## src/rtl/fetch_unit.sv

```systemverilog
// IF stage: PC register, imem request/ready handshake and IF/ID register.
// Tracks in-flight fetches across wait states, stalls and redirects.
module fetch_unit #(
  parameter logic [31:0] RESET_PC = 32'h0000_0000,
  parameter logic [31:0] NOP      = 32'h0000_0000
) (
  input  logic        clk,
  input  logic        rst,
  input  logic        pcsrc,
  input  logic [31:0] pc_addr,
  input  logic        IFID_flush,
  input  logic        stall,
  output logic        imem_req,
  output logic [31:0] imem_addr,
  input  logic [31:0] imem_rdata,
  input  logic        imem_ready,
  output logic [31:0] ID_instruction,
  output logic [31:0] ID_pcplus4,
  output logic        ID_valid
);

  typedef enum logic [1:0] {
    BOOT,
    FETCH,
    DISCARD,
    HOLD
  } state_t;

  state_t      state_q, state_d;
  logic [31:0] pc_q, pc_d;
  logic [31:0] redir_q, redir_d;
  logic [31:0] hinstr_q, hinstr_d;
  logic [31:0] hpc4_q, hpc4_d;
  logic [31:0] instr_q, instr_d;
  logic [31:0] pc4_q, pc4_d;
  logic        valid_q, valid_d;

  logic [31:0] tgt;
  logic [31:0] pc_inc;
  logic        bub;
  logic        dlv;
  logic [31:0] dlv_instr;
  logic [31:0] dlv_pc4;

  assign tgt    = {pc_addr[31:2], 2'b00};
  assign pc_inc = pc_q + 32'd4;

  always_ff @(posedge clk or posedge rst) begin
    if (rst) begin
      state_q  <= BOOT;
      pc_q     <= RESET_PC;
      redir_q  <= '0;
      hinstr_q <= '0;
      hpc4_q   <= '0;
      instr_q  <= NOP;
      pc4_q    <= '0;
      valid_q  <= 1'b0;
    end else begin
      state_q  <= state_d;
      pc_q     <= pc_d;
      redir_q  <= redir_d;
      hinstr_q <= hinstr_d;
      hpc4_q   <= hpc4_d;
      instr_q  <= instr_d;
      pc4_q    <= pc4_d;
      valid_q  <= valid_d;
    end
  end

  always_comb begin
    state_d   = state_q;
    pc_d      = pc_q;
    redir_d   = redir_q;
    hinstr_d  = hinstr_q;
    hpc4_d    = hpc4_q;
    bub       = 1'b0;
    dlv       = 1'b0;
    dlv_instr = imem_rdata;
    dlv_pc4   = pc_inc;
    unique case (state_q)
      BOOT: begin
        bub     = 1'b1;
        state_d = FETCH;
      end
      FETCH: begin
        if (stall) begin
          if (imem_ready) begin
            hinstr_d = imem_rdata;
            hpc4_d   = pc_inc;
            pc_d     = pc_inc;
            state_d  = HOLD;
          end
        end else if (pcsrc) begin
          bub = 1'b1;
          if (imem_ready) begin
            pc_d = tgt;
          end else begin
            redir_d = tgt;
            state_d = DISCARD;
          end
        end else if (IFID_flush) begin
          // Squash without redirect: refetch the same pc.
          bub = 1'b1;
        end else if (imem_ready) begin
          dlv  = 1'b1;
          pc_d = pc_inc;
        end else begin
          bub = 1'b1;
        end
      end
      DISCARD: begin
        if (!stall) begin
          bub = 1'b1;
          if (pcsrc) redir_d = tgt;
        end
        if (imem_ready) begin
          pc_d    = (!stall && pcsrc) ? tgt : redir_q;
          state_d = FETCH;
        end
      end
      HOLD: begin
        if (!stall) begin
          if (pcsrc) begin
            bub     = 1'b1;
            pc_d    = tgt;
            state_d = FETCH;
          end else if (IFID_flush) begin
            bub = 1'b1;
          end else begin
            dlv       = 1'b1;
            dlv_instr = hinstr_q;
            dlv_pc4   = hpc4_q;
            state_d   = FETCH;
          end
        end
      end
      default: begin
        bub     = 1'b1;
        state_d = BOOT;
      end
    endcase
  end

  always_comb begin
    instr_d = instr_q;
    pc4_d   = pc4_q;
    valid_d = valid_q;
    if (bub) begin
      instr_d = NOP;
      pc4_d   = '0;
      valid_d = 1'b0;
    end else if (dlv) begin
      instr_d = dlv_instr;
      pc4_d   = dlv_pc4;
      valid_d = 1'b1;
    end
  end

  always_comb begin
    imem_req = (state_q == FETCH) || (state_q == DISCARD);
  end

  assign imem_addr      = pc_q;
  assign ID_instruction = instr_q;
  assign ID_pcplus4     = pc4_q;
  assign ID_valid       = valid_q;

endmodule

```

## config.mk

```make
export PLATFORM = sky130hd
export DESIGN_NAME = fetch_unit
export DESIGN_NICKNAME = d
export VERILOG_FILES = /design/src/rtl/fetch_unit.sv
export SDC_FILE = /design/constraint.sdc
export NUM_CORES = 1
export LEC_CHECK = 0
export ABC_AREA = 1
export BUFFER_PORTS_ARGS = -buffer_cell sky130_fd_sc_hd__buf_2
export CORE_MARGIN = 2
export CORE_UTILIZATION = 55
export CTS_BUF_LIST = sky130_fd_sc_hd__clkbuf_16
export DETAILED_ROUTE_END_ITERATION = 10
export PLACE_DENSITY = 0.78
export RECOVER_POWER = 25
export SLEW_MARGIN = 20
export SYNTH_ARGS = -nofsm -noshare
export SYNTH_HDL_FRONTEND = slang
export SYNTH_SLANG_ARGS = --single-unit
export TNS_END_PERCENT = 100
```

## constraint.sdc

```tcl
create_clock -name clk -period 12.74 [get_ports clk]
set_clock_uncertainty 0.1 [all_clocks]
set_input_delay 0.637 -clock clk [delete_from_list [all_inputs] [get_ports clk]]
set_output_delay 0.637 -clock clk [all_outputs]
set_load 0.005 [all_outputs]
```

* Word level (Yosys, flattened, before mapping)
Index checks and enable logic that the tools add are counted.
** Operators by class
- Reductions and logical operators :: 11
- Muxes and demuxes :: 54
- Eq/ne operators :: 17
- Add/sub/neg operators :: 1
** Operators with widths (number)
- 32-bit 2-to-1 mux :: 24
- 32-bit case mux with 3 select lines :: 1
- 32-bit case mux with 2 select lines :: 1
- 32-bit by 3-bit adder with 32-bit output (second input constant) :: 1
- 6-bit AND reduction :: 3
- 1-bit 2-to-1 mux :: 17
- 2-bit 2-to-1 mux :: 8
- 2-bit inequality test (second input constant) :: 8
- 3-bit inequality test (second input constant) :: 4
- 4-bit inequality test (second input constant) :: 2
- 2-bit case mux with 4 select lines :: 1
- 2-bit equality test (second input constant) :: 2
- 1-bit case mux with 4 select lines :: 1
- 2-bit nonzero test :: 2
- 3-bit AND reduction :: 1
- 3-bit nonzero test :: 1
- 2-bit by 1-bit equality test with 1-bit output (second input constant) :: 1
- 2-bit logical NOT :: 1
- 1-bit case mux with 2 select lines :: 1
- 1-bit logical AND :: 1
- 1-bit logical NOT :: 1
- 1-bit logical OR :: 1
** Storage, ports and cells
- Register bits :: 195
- Word-level logic and storage cells :: 91

* Depth between registers and ports, before layout
- Word-level depth :: 7
- Gate-level depth with buffers :: 12

* Worst setup path before layout
OpenSTA, ideal clock, no wires.
- Path type :: flip-flop to flip-flop
- Start :: register state_q[0]
- End :: register redir_q[2]
- Buffers on the path :: 3
- Library setup time :: 125 ps
- Setup slack :: 10684 ps
- Clock period less this slack :: 2056 ps
- Data arrival time :: 1831 ps
- Stages on the path, launching flop included :: 8
- Cells stage by stage :: dfrtp_1 -> inv_1 -> ha_1 -> buf_2 -> o211ai_1 -> buf_2 -> buf_2 -> mux2_2
** On the way
- Cells in the longest elaborated chain, start to end :: 3
- Elaborated cells on any way between the ends :: 10
- Classes of those cells :: eq/ne: 7; mux: 1; reduce/logical: 2
** Ends and longest elaborated chain
- start, declared :: RTL line 29 : state_t state_q, state_d;
- start signal, assigned :: RTL line 59 : state_q <= state_d;
- 2-bit by 1-bit equality test with 1-bit output / 2-bit equality test (equally long branches) :: RTL line 80 : unique case (state_q)
- 2-bit inequality test (no line) / 2-bit nonzero test (equally long branches)
- 6-bit AND reduction (no line)
- end signal, assigned :: RTL line 61 : redir_q <= redir_d;
- end, declared :: RTL line 31 : logic [31:0] redir_q, redir_d;
Several ways; a longest one is shown, not always the timed one.
A chain may end at the register's enable or synchronous reset.

==> results.toml <==
[outcome]
status = "complete, but fails checks"
violations = "capacitance limit, slew limit"

[global_route]
grt-busiest-layer = "met2"
use_met3_pct = 4.481
grt_use_met2_pct = 43.28
antenna_found_initial = 0
grt-ovfl-total = 0
grt_max_degree = 79
grtUsageTotal_pct = 27.73
grt_pass1_vias = 8223
met1_usage_pct = 38.71
grt_first_pass_wirelength_mm = 40.81

[cells_and_area]
mostFrequentLayoutCell = "nand2_1"
layout_common_cells = "nand2_1, dfrtp_1, buf_2, o21ai_0, nor2_1"
final_area_sq_um = 11210
drive_gt1_share_pct = 17.99
fin_nets = 1447
syn_to_final_growth_pct = 15.12
n_antenna_cell = 0

[floorplan]
chipWidth_microns = 137.0
die_h_microns = 137.0
core_sq_um = 17300
initial_core_util_pct = 56.28
rows = 48
io_pins = 168
design.die.area_sq_um = 18780

[yosys]
synth_top_cell_by_area = "dfrtp_1"
synth_area_per_cell_sq_um = 7.825
synth_sequential_area_ratio_pct = 48.33
synth_edf_count = 0
async_reset_ff_share_pct = 100.0
ys_ff_latch = 188
synth_cell_type_count = 39
yosysTopAreaCellShare_pct = 48.33
syn_inst = 1244
yosys_warnings = 0
yosys_most_used_dff = "dfrtp_1"
synthesis.area_sq_um = 9734
synthTopCellsByArea = "dfrtp_1, nand2_1, o21ai_0, a21oi_1, nor2_1"

[cts]
cts_buffer_depth = 2
clockRootBuffer = "clkbuf_16"
numCtsBuffers = 17
cts_resized = 0
cts_tree = "yes"
clk_pin_slew_ns = 0.08
cts_htree_levels = 4
clkLatencyLatePin_ns = 0.44
cts_hold_repair.buffers = 0
clock_sinks = 188
cts_setup_buffers = 0

[routing]
routedWlPerCell_microns = 16.03
via_per_inst = 5.551
firstDrtPassIters = 6
remaining_drc_errors = 0
initialDrtViolationCount = 809
num_vias = 8931
wl_mm = 25.79
ant_nets = 0

[sta]
worst_pin_slew_ns = 3.483
finalHoldViolCount = 0
fin_crit_sh_pct = 36.89
setup_viol = 0
clock.fmax_mhz = 212.8
drv_slew = 129
grt_setup_unrepaired = "no"
tns_ns = 0
post-route-min-period_ns = 4.700
relSlewSlack_pct = -133.5

[setup_path]
path_max_fanout = 78
path_class = "in -> async"
timing.rr.start = "state_q[0]"
critPathRequiredTime_ns = 12.66
worst_setup_path_end_kind = "async pin"
cp.arrival_ns = 4.62
crit_start = "rst"
worstSetupStartpointType = "primary input"
r2r_cells = 10

[job]
maxCapViolCount = 2

[worst_hold_path]
holdCritPathClass = "in -> reg"
min_from = "imem_rdata[13]"
min_path_cells = 3

[place]
portBuffers = 163
placed_area_sq_um = 10630
dp_hpwl_mm = 17.32
gp_congestion = 0.9358

[power_and_ir_drop]
power.leakage_nw = 5.896
finalPower_w = 0.002571
power.density_nw_per_um2 = 229.5
ir_worst_vdd_v = 0.0001296
==> critical path, stage by stage <==
cell and delay [ns]:
buf_2 0.10, clkinvlp_2 1.93, clkbuf_1 1.90
==> metal layers <==
metal | share of wire (%) | vias to the layer above
met2 | 45 | 424
met5 | 0 | -
met3 | 7.9 | 59
li1 | - | 4329
met4 | 2.8 | 0
met1 | 44 | 4119
==> layout make-up <==
class | count | area [sq um]
Clock inverter | 15 | 162.7
Fill cell | 1540 | 6091
Inverter | 77 | 290.3
Clock buffer | 17 | 425.4
Tap cell | 225 | 281.5
Timing Repair Buffer | 174 | 889.6
Multi-Input combinational cell | 913 | 4452
Sequential cell | 188 | 4705
==> cells in the mapped netlist, types with 7 or more instances <==
cell type,instances
mux2i_1,18
a211oi_1,20
nor2_1,84
dfrtp_1,188
o21ai_0,111
o22a_1,9
o21ai_1,21
nand3_1,45
inv_1,69
a22oi_1,7
o211ai_1,14
a21oi_1,81
mux2_2,22
buf_1,7
buf_2,23
nand2_1,439
inv_2,8
clkbuf_1,31
==> where the power goes <==
group	switching (W)	total (W)	leakage (nW)	internal (W)
sequential	0.000176	0.00100	2.37	0.000825
clock	0.000266	0.000532	0.292	0.000266
combinational	0.000660	0.00104	3.24	0.000378
==> metrics by stage <==
step	worst slack (ns)	std cells	hold slack, ns	util (%)
2_1_floorplan	6.889	1245	0.3412	-
3_3_place_gp	9.148	1577	0.3522	61.46
3_5_place_dp	9.106	1577	0.3572	61.46
4_1_cts	9.091	1609	0.2247	64.86
5_1_grt	7.079	1609	0.3209	64.79
6_report	8.040	1609	0.3227	64.79
==> path summary, 6_finish.rpt <==
path	end	slack, ns
setup / recovery	ID_pcplus4[31]	8.04
hold / removal	hinstr_q[13]	0.32
setup reg to reg	ID_instruction[6]	9.07
hold reg to reg	hinstr_q[25]	0.37
max in group clk	ID_instruction[6]	9.07
min in group asynchronous	ID_instruction[10]	1.09
==> state kept, by name, indices dropped and copies added, names as in the netlist <==
| register | flops |
|---|---|
| state_q | 2 |
| hinstr_q | 32 |
| ID_valid | 1 |
| ID_instruction | 32 |
| imem_addr | 30 |
| redir_q | 30 |
| ID_pcplus4 | 31 |
| hpc4_q | 30 |
==> cells by family after synthesis <==
group	after synthesis	synth area share [%]
simple gates	586	24.00
compound gates	273	15.85
flops	188	48.33
buf+inv	144	6.080
mux	40	4.396
fa+ha+maj	6	0.7712
xor+xnor	6	0.5398
other cells	1	0.03852
(Power assumes the default switching activity.)
